### config.mk
export PLATFORM = sky130hd
export DESIGN_NAME = uart_tx_serializer_flat
export DESIGN_NICKNAME = d
export VERILOG_FILES = /design/src/rtl/uart_pkg.sv /design/src/rtl/uart_tx_serializer_if.sv /design/src/rtl/uart_baud_tick.sv /design/src/rtl/uart_tx_serializer.sv /design/src/flat_wrapper.sv
export SDC_FILE = /design/constraint.sdc
export NUM_CORES = 1
export LEC_CHECK = 0
export ABC_AREA = 1
export CORE_UTILIZATION = 60
export CTS_BUF_LIST = sky130_fd_sc_hd__clkbuf_8
export DETAILED_ROUTE_END_ITERATION = 10
export GPL_TIMING_DRIVEN = 1
export PLACE_DENSITY = 0.95
export SLEW_MARGIN = 10
export SYNTH_ARGS = -nofsm -noshare
export SYNTH_HDL_FRONTEND = slang
export SYNTH_SLANG_ARGS = --single-unit
### constraint.sdc
create_clock -name clk -period 3.5 [get_ports clk]
set_input_delay 0.7 -clock clk [delete_from_list [all_inputs] [get_ports clk]]
set_output_delay 0.7 -clock clk [all_outputs]
set_load 0.005 [all_outputs]
### src/rtl/uart_pkg.sv
// uart_pkg: types and constants shared by the UART transmit and receive paths.
//   uart_tx_state_t : transmit serializer state encoding
//   MIN_BAUD_DIV    : smallest usable baud divisor; smaller values are clamped up to it
package uart_pkg;

  localparam int MIN_BAUD_DIV = 2;

  typedef enum logic [2:0] {
    ST_IDLE,
    ST_FETCH,
    ST_LATCH,
    ST_START,
    ST_DATA,
    ST_PARITY,
    ST_STOP
  } uart_tx_state_t;

endpackage

### src/rtl/uart_tx_serializer_if.sv
// uart_tx_serializer_if: registered read port of the TX FIFO.
//   fifo_empty : FIFO empty flag            (FIFO -> serializer)
//   fifo_rd_en : read strobe, one per byte  (serializer -> FIFO)
//   fifo_data  : read data, valid the cycle after fifo_rd_en (FIFO -> serializer)
interface uart_tx_serializer_if #(
  parameter int DATA_WIDTH = 8
) ();

  logic                  fifo_empty;
  logic                  fifo_rd_en;
  logic [DATA_WIDTH-1:0] fifo_data;

  modport master (
    input  fifo_empty,
    input  fifo_data,
    output fifo_rd_en
  );

  modport slave (
    output fifo_empty,
    output fifo_data,
    input  fifo_rd_en
  );

endinterface

### src/rtl/uart_baud_tick.sv
// uart_baud_tick: loadable down-counter that strikes once per bit period.
//   clk, resetn : core clock, synchronous active-low reset
//   load_i      : force a reload (held high while no bit is on the line)
//   reload_i    : reload value, i.e. bit period minus one
//   strike_o    : high in the last cycle of each bit period
module uart_baud_tick #(
  parameter int DIV_WIDTH = 16
) (
  input  logic                 clk,
  input  logic                 resetn,
  input  logic                 load_i,
  input  logic [DIV_WIDTH-1:0] reload_i,
  output logic                 strike_o
);

  localparam logic [DIV_WIDTH-1:0] CNT_ONE = DIV_WIDTH'(1);

  logic [DIV_WIDTH-1:0] cnt_q;
  logic [DIV_WIDTH-1:0] cnt_d;

  assign strike_o = (cnt_q == '0);

  always_comb begin
    cnt_d = cnt_q - CNT_ONE;
    if (load_i || strike_o) begin
      cnt_d = reload_i;
    end
  end

  always_ff @(posedge clk) begin
    if (!resetn) begin
      cnt_q <= '0;
    end else begin
      cnt_q <= cnt_d;
    end
  end

endmodule

### src/rtl/uart_tx_serializer.sv
// uart_tx_serializer: pops bytes from the TX FIFO and sends each as an async frame
// (start, LSB-first data, optional parity, 1 or 2 stop bits) on txd_o.
//   clk, resetn   : core clock, synchronous active-low reset
//   fifo          : TX FIFO read port (master side)
//   tx_en_i       : transmitter enable
//   baud_div_i    : cycles per bit, 0 and 1 act as 2
//   parity_en_i   : append parity bit;  parity_odd_i : 1 odd, 0 even
//   stop2_i       : two stop bits when high
//   txd_o         : registered serial output, idles high
//   busy_o        : high outside IDLE
//   tx_done_o     : one-cycle pulse in the final cycle of the last stop bit
//
// state   | meaning
// --------+--------------------------------------------------------------
// IDLE    | line high, waiting for tx_en and a non-empty FIFO
// FETCH   | fifo_rd_en high for one cycle
// LATCH   | fifo_data valid; byte and frame config captured
// START   | start bit (0)
// DATA    | data bits, LSB first
// PARITY  | parity bit from the accumulator
// STOP    | one or two stop bits (1); FIFO re-sampled on exit
module uart_tx_serializer
  import uart_pkg::*;
#(
  parameter int DATA_WIDTH = 8,
  parameter int DIV_WIDTH  = 16
) (
  input  logic                  clk,
  input  logic                  resetn,
  uart_tx_serializer_if.master  fifo,
  input  logic                  tx_en_i,
  input  logic [DIV_WIDTH-1:0]  baud_div_i,
  input  logic                  parity_en_i,
  input  logic                  parity_odd_i,
  input  logic                  stop2_i,
  output logic                  txd_o,
  output logic                  busy_o,
  output logic                  tx_done_o
);

  localparam int                   BCW      = $clog2(DATA_WIDTH);
  localparam logic [DIV_WIDTH-1:0] MIN_DIV  = DIV_WIDTH'(MIN_BAUD_DIV);
  localparam logic [DIV_WIDTH-1:0] DIV_ONE  = DIV_WIDTH'(1);
  localparam logic [BCW-1:0]       BIT_LAST = BCW'(DATA_WIDTH - 1);
  localparam logic [BCW-1:0]       BIT_ONE  = BCW'(1);

  uart_tx_state_t        state_q, state_d;
  logic [DATA_WIDTH-1:0] shift_q, shift_d;
  logic [DIV_WIDTH-1:0]  div_q, div_d;
  logic                  par_en_q, par_en_d;
  logic                  stop2_q, stop2_d;
  logic                  acc_q, acc_d;
  logic [BCW-1:0]        bit_cnt_q, bit_cnt_d;
  logic                  stop_cnt_q, stop_cnt_d;
  logic                  txd_q, txd_d;

  logic                  rd_en;
  logic                  tx_done;
  logic                  in_bit;
  logic                  strike;
  logic [DIV_WIDTH-1:0]  div_clamped;
  logic [DIV_WIDTH-1:0]  reload;

  assign div_clamped = (baud_div_i < MIN_DIV) ? MIN_DIV : baud_div_i;
  assign in_bit      = (state_q == ST_START) || (state_q == ST_DATA) ||
                       (state_q == ST_PARITY) || (state_q == ST_STOP);
  // Before START the counter is preloaded from the live input so the first
  // bit already runs at the divisor being latched this frame.
  assign reload      = in_bit ? (div_q - DIV_ONE) : (div_clamped - DIV_ONE);

  uart_baud_tick #(
    .DIV_WIDTH (DIV_WIDTH)
  ) u_baud_tick (
    .clk      (clk),
    .resetn   (resetn),
    .load_i   (!in_bit),
    .reload_i (reload),
    .strike_o (strike)
  );

  always_comb begin
    state_d    = state_q;
    shift_d    = shift_q;
    div_d      = div_q;
    par_en_d   = par_en_q;
    stop2_d    = stop2_q;
    acc_d      = acc_q;
    bit_cnt_d  = bit_cnt_q;
    stop_cnt_d = stop_cnt_q;
    rd_en      = 1'b0;
    tx_done    = 1'b0;

    unique case (state_q)
      ST_IDLE: begin
        if (tx_en_i && !fifo.fifo_empty) state_d = ST_FETCH;
      end
      ST_FETCH: begin
        rd_en   = 1'b1;
        state_d = ST_LATCH;
      end
      ST_LATCH: begin
        shift_d    = fifo.fifo_data;
        div_d      = div_clamped;
        par_en_d   = parity_en_i;
        stop2_d    = stop2_i;
        acc_d      = parity_odd_i;
        bit_cnt_d  = '0;
        stop_cnt_d = 1'b0;
        state_d    = ST_START;
      end
      ST_START: begin
        if (strike) state_d = ST_DATA;
      end
      ST_DATA: begin
        if (strike) begin
          acc_d   = acc_q ^ shift_q[0];
          shift_d = shift_q >> 1;
          if (bit_cnt_q == BIT_LAST) begin
            bit_cnt_d = '0;
            state_d   = par_en_q ? ST_PARITY : ST_STOP;
          end else begin
            bit_cnt_d = bit_cnt_q + BIT_ONE;
          end
        end
      end
      ST_PARITY: begin
        if (strike) state_d = ST_STOP;
      end
      ST_STOP: begin
        if (strike) begin
          if (stop2_q && !stop_cnt_q) begin
            stop_cnt_d = 1'b1;
          end else begin
            tx_done = 1'b1;
            state_d = (tx_en_i && !fifo.fifo_empty) ? ST_FETCH : ST_IDLE;
          end
        end
      end
      default: state_d = ST_IDLE;
    endcase

    // txd is registered, so it is derived from where the FSM is heading.
    unique case (state_d)
      ST_START:  txd_d = 1'b0;
      ST_DATA:   txd_d = shift_d[0];
      ST_PARITY: txd_d = acc_d;
      default:   txd_d = 1'b1;
    endcase
  end

  always_ff @(posedge clk) begin
    if (!resetn) begin
      state_q    <= ST_IDLE;
      shift_q    <= '0;
      div_q      <= '0;
      par_en_q   <= 1'b0;
      stop2_q    <= 1'b0;
      acc_q      <= 1'b0;
      bit_cnt_q  <= '0;
      stop_cnt_q <= 1'b0;
      txd_q      <= 1'b1;
    end else begin
      state_q    <= state_d;
      shift_q    <= shift_d;
      div_q      <= div_d;
      par_en_q   <= par_en_d;
      stop2_q    <= stop2_d;
      acc_q      <= acc_d;
      bit_cnt_q  <= bit_cnt_d;
      stop_cnt_q <= stop_cnt_d;
      txd_q      <= txd_d;
    end
  end

  assign fifo.fifo_rd_en = rd_en;
  assign txd_o           = txd_q;
  assign busy_o          = (state_q != ST_IDLE);
  assign tx_done_o       = tx_done;

endmodule

### src/flat_wrapper.sv
// flat-port wrapper written by rule: the top's interface ports become plain ports
module uart_tx_serializer_flat import uart_pkg::*;
#(
  parameter int DATA_WIDTH = 8,
  parameter int DIV_WIDTH  = 16
)
  (clk, resetn, tx_en_i, baud_div_i, parity_en_i, parity_odd_i, stop2_i, txd_o, busy_o, tx_done_o, fifo_fifo_empty, fifo_fifo_data, fifo_fifo_rd_en);
  uart_tx_serializer_if #(.DATA_WIDTH(DATA_WIDTH)) fifo_i ();
  input  logic clk;
  input  logic resetn;
  input  logic tx_en_i;
  input  logic [DIV_WIDTH-1:0] baud_div_i;
  input  logic parity_en_i;
  input  logic parity_odd_i;
  input  logic stop2_i;
  output logic txd_o;
  output logic busy_o;
  output logic tx_done_o;
  input wire logic [$bits(fifo_i.fifo_empty)-1:0] fifo_fifo_empty;
  input wire logic [$bits(fifo_i.fifo_data)-1:0] fifo_fifo_data;
  output wire logic [$bits(fifo_i.fifo_rd_en)-1:0] fifo_fifo_rd_en;
  assign fifo_i.fifo_empty = fifo_fifo_empty;
  assign fifo_i.fifo_data = fifo_fifo_data;
  assign fifo_fifo_rd_en = fifo_i.fifo_rd_en;
  uart_tx_serializer #(.DATA_WIDTH(DATA_WIDTH), .DIV_WIDTH(DIV_WIDTH)) u_core (.clk(clk), .resetn(resetn), .fifo(fifo_i), .tx_en_i(tx_en_i), .baud_div_i(baud_div_i), .parity_en_i(parity_en_i), .parity_odd_i(parity_odd_i), .stop2_i(stop2_i), .txd_o(txd_o), .busy_o(busy_o), .tx_done_o(tx_done_o));
endmodule
==> results.ini <==
[status]
outcome=finished, violations left
violations=DRC

[cts]
post_cts_resized=0
path_clk_slew_ps=90
ctsHoldBuffers=0
insertion_delay_ps=300
cts_sinks=51
cts_setup_buffers=0
tritoncts=yes
htreeDepth=2
clockRootBuffer=clkbuf_8
cts_max_path_buffers=2
cts_buffers=5

[sta]
tns_ps=0
rsz0062_at_grt=false
skew_ps=11.0
slew-limit-headroom_pct=57.1
max_freq_ghz=0.372
finalHoldViolCount=0
drv_slew=0
fin_crit_sh_pct=76.9
tightest_slew_ps=642
setup_violations=0
whs_ps=469
fin_crit_ps=2690

[synth]
synth-async-reset-ratio_pct=0
synthesis.area_um2=2840
syn_nets=480
ys_seq_area_share_pct=36.0
yosys_most_used_dff=dfxtp_1
ys_seq_elements=51
syn_area_per_cell_um2=6.36
syn_inst=446
yosysWarnings=0
synth-edff-count=0
yosysUniqueCellTypes=28

[route]
antenna_left=0
vias=2990
wl_mm=6.96
drc=6
wire_per_inst_um=13.3
dr.pass1.iters=9
drtIter0Drc=271
viasPerCell=5.70

[hold_path]
min-delay-start=u_core.stop2_q
hold_end=u_core.stop2_q
min_path_cells=2
min_path_type=register to register

[placed_design]
port_buffers=34
place_hpwl_mm=4.97
post-place-cells=517
gp_congestion=0.941

[setup_path]
crit_required_ps=2800
rr_worst_depth=13
reg2reg_slack_ps=1040
rr_startpoint=u_core.state_q[1]
crit_path_end_kind=output pin
critPathMaxFanout=5
slowest_delay_ps=500
cp_data_arrival_time_ps=1990
crit_top_cell=nor2_1
cp_cell_sequence=nor2_1, nand2_1, nor2_1, nand2_2, inv_1, nand2_1, nor2_1, clkdlybuf4s50_1
rr_endpoint=u_core.u_baud_tick.cnt_q[9]
timing_worst_setup_path_type=register to output pin
slowest_stage=clkdlybuf4s50_1
startpoint_type=register

[grt]
grtUsageTotal_pct=29.1
grt_pass1_vias=2908
grt-ovfl-total=0
antenna_found_initial=0
grt_first_pass_wirelength_mm=11.7
grt_max_degree=32

[cells_and_area]
diodes=0
final_util_pct=73.8
fillers=347
final_common_cell=nand2_1
drive_gt1_share_pct=8.46
fin_nets=506
layout_common_cells=nand2_1, nor2_1, dfxtp_1
final_cells=525
syn_to_final_growth_pct=15.6

[floorplanning]
die_area_um2=5010
rows=24
fp.dieW_um=70.8
die_y_um=70.8
start_util_pct=63.8
coreArea_um2=4440
num_io_pins=35

[flow_run]
cap_violations=0

[pwr]
p_per_area_nw_per_um2=418
leakagePower_uw=0.00145
irDropWorstVdd_mv=0.287

==> how the worst max path moves through the flow <==
stage          cells after the start                          from                           end
3_5_place_dp                      14                baud_div_i[13]  u_core.u_baud_tick.cnt_q[10]
4_1_cts                            8   u_core.u_baud_tick.cnt_q[3]                     tx_done_o
2_1_floorplan                     13                baud_div_i[13]  u_core.u_baud_tick.cnt_q[10]
6_report                           8  u_core.u_baud_tick.cnt_q[14]                     tx_done_o
5_1_grt                            8   u_core.u_baud_tick.cnt_q[1]                     tx_done_o
3_3_place_gp                      14                baud_div_i[13]  u_core.u_baud_tick.cnt_q[10]
==> cells by family (layout without fill, tap and decap cells) <==
logic type	after synthesis	after routing	synth area share, %
buffers and inverters	51	78	7.98
adder cells (fa/ha/maj)	3	3	1.32
AO/OA/AOI/OAI	67	67	12.9
flip-flops	51	51	36.0
AND/OR/NAND/NOR	273	273	41.5
XOR/XNOR	1	1	0.309
==> state kept, by name, indices dropped and copies added, names as in the netlist <==
name,count
u_core.par_en_q,1
u_core.u_baud_tick.cnt_q,16
u_core.shift_q,8
u_core.bit_cnt_q,3
u_core.acc_q,1
u_core.stop2_q,1
u_core.stop_cnt_q,1
u_core.txd_o,1
u_core.state_q,3
u_core.div_q,16
==> layout make-up <==
cell class	count	area [µm²]	share of cell area (%)
Clock buffer	6	82.6	2.52
Clock inverter	2	35.0	1.07
Inverter	33	124	3.78
Multi-Input combinational cell	344	1590	48.5
Sequential cell	51	1020	31.1
Tap cell	52	65.1	1.98
Timing Repair Buffer	37	363	11.1
==> where the power goes <==
part           switching [µW]  internal [µW]  leakage (µW)
Sequential               30.5            635      0.000418
Combinational             172            111      0.000970
Clock                     190            231     0.0000612
Total                     393            977       0.00145
==> Yosys cell counts (2+ instances only) <==
cell type  number  area [µm²]
nand4_1         2        12.5
a21oi_1        26         130
o21ai_0        28         140
inv_2           5        18.8
dfxtp_1        51        1020
clkbuf_1       12        45.0
o211ai_1        2        15.0
nand2_1       130         488
nand3_1        33         165
nand2_4         2        22.5
a31oi_1         4        25.0
ha_1            3        37.5
buf_6           4        45.0
nor2_2          7        43.8
nand3b_1        2        15.0
nor3_1          6        30.0
nor2_1         76         285
a22oi_1         4        30.0
nand2_2        10        62.6
o221ai_1        2        17.5
nor2_4          3        33.8
inv_1          28         105
==> through the flow <==
step                      setup WS, ps  power [µW]  area, µm²
final                              810        1370       3280
after global routing               685        1430       3280
after CTS                          810        1370       3280
after detailed placement           707         954       3160
after global placement             814         941       3160
after floorplan                   1490         859       2840
==> critical path, delay by kind of cell, from the launching register on <==
| kind | cells | cell delay (ps) |
|---|---|---|
| AND/OR/NAND/NOR | 6 | 690 |
| buffers and inverters | 2 | 650 |
| flip-flops | 1 | 340 |
==> layer usage <==
metal / global-route usage, % / vias to the layer above / share of wire, %
met5: 0 / - / 0
met4: 12.7 / 0 / 2.3
met3: 5.13 / 27 / 7.0
met2: 52.9 / 136 / 49
met1: 33.5 / 1342 / 42
li1: - / 1485 / -
Power figures use the tool's default switching activity.
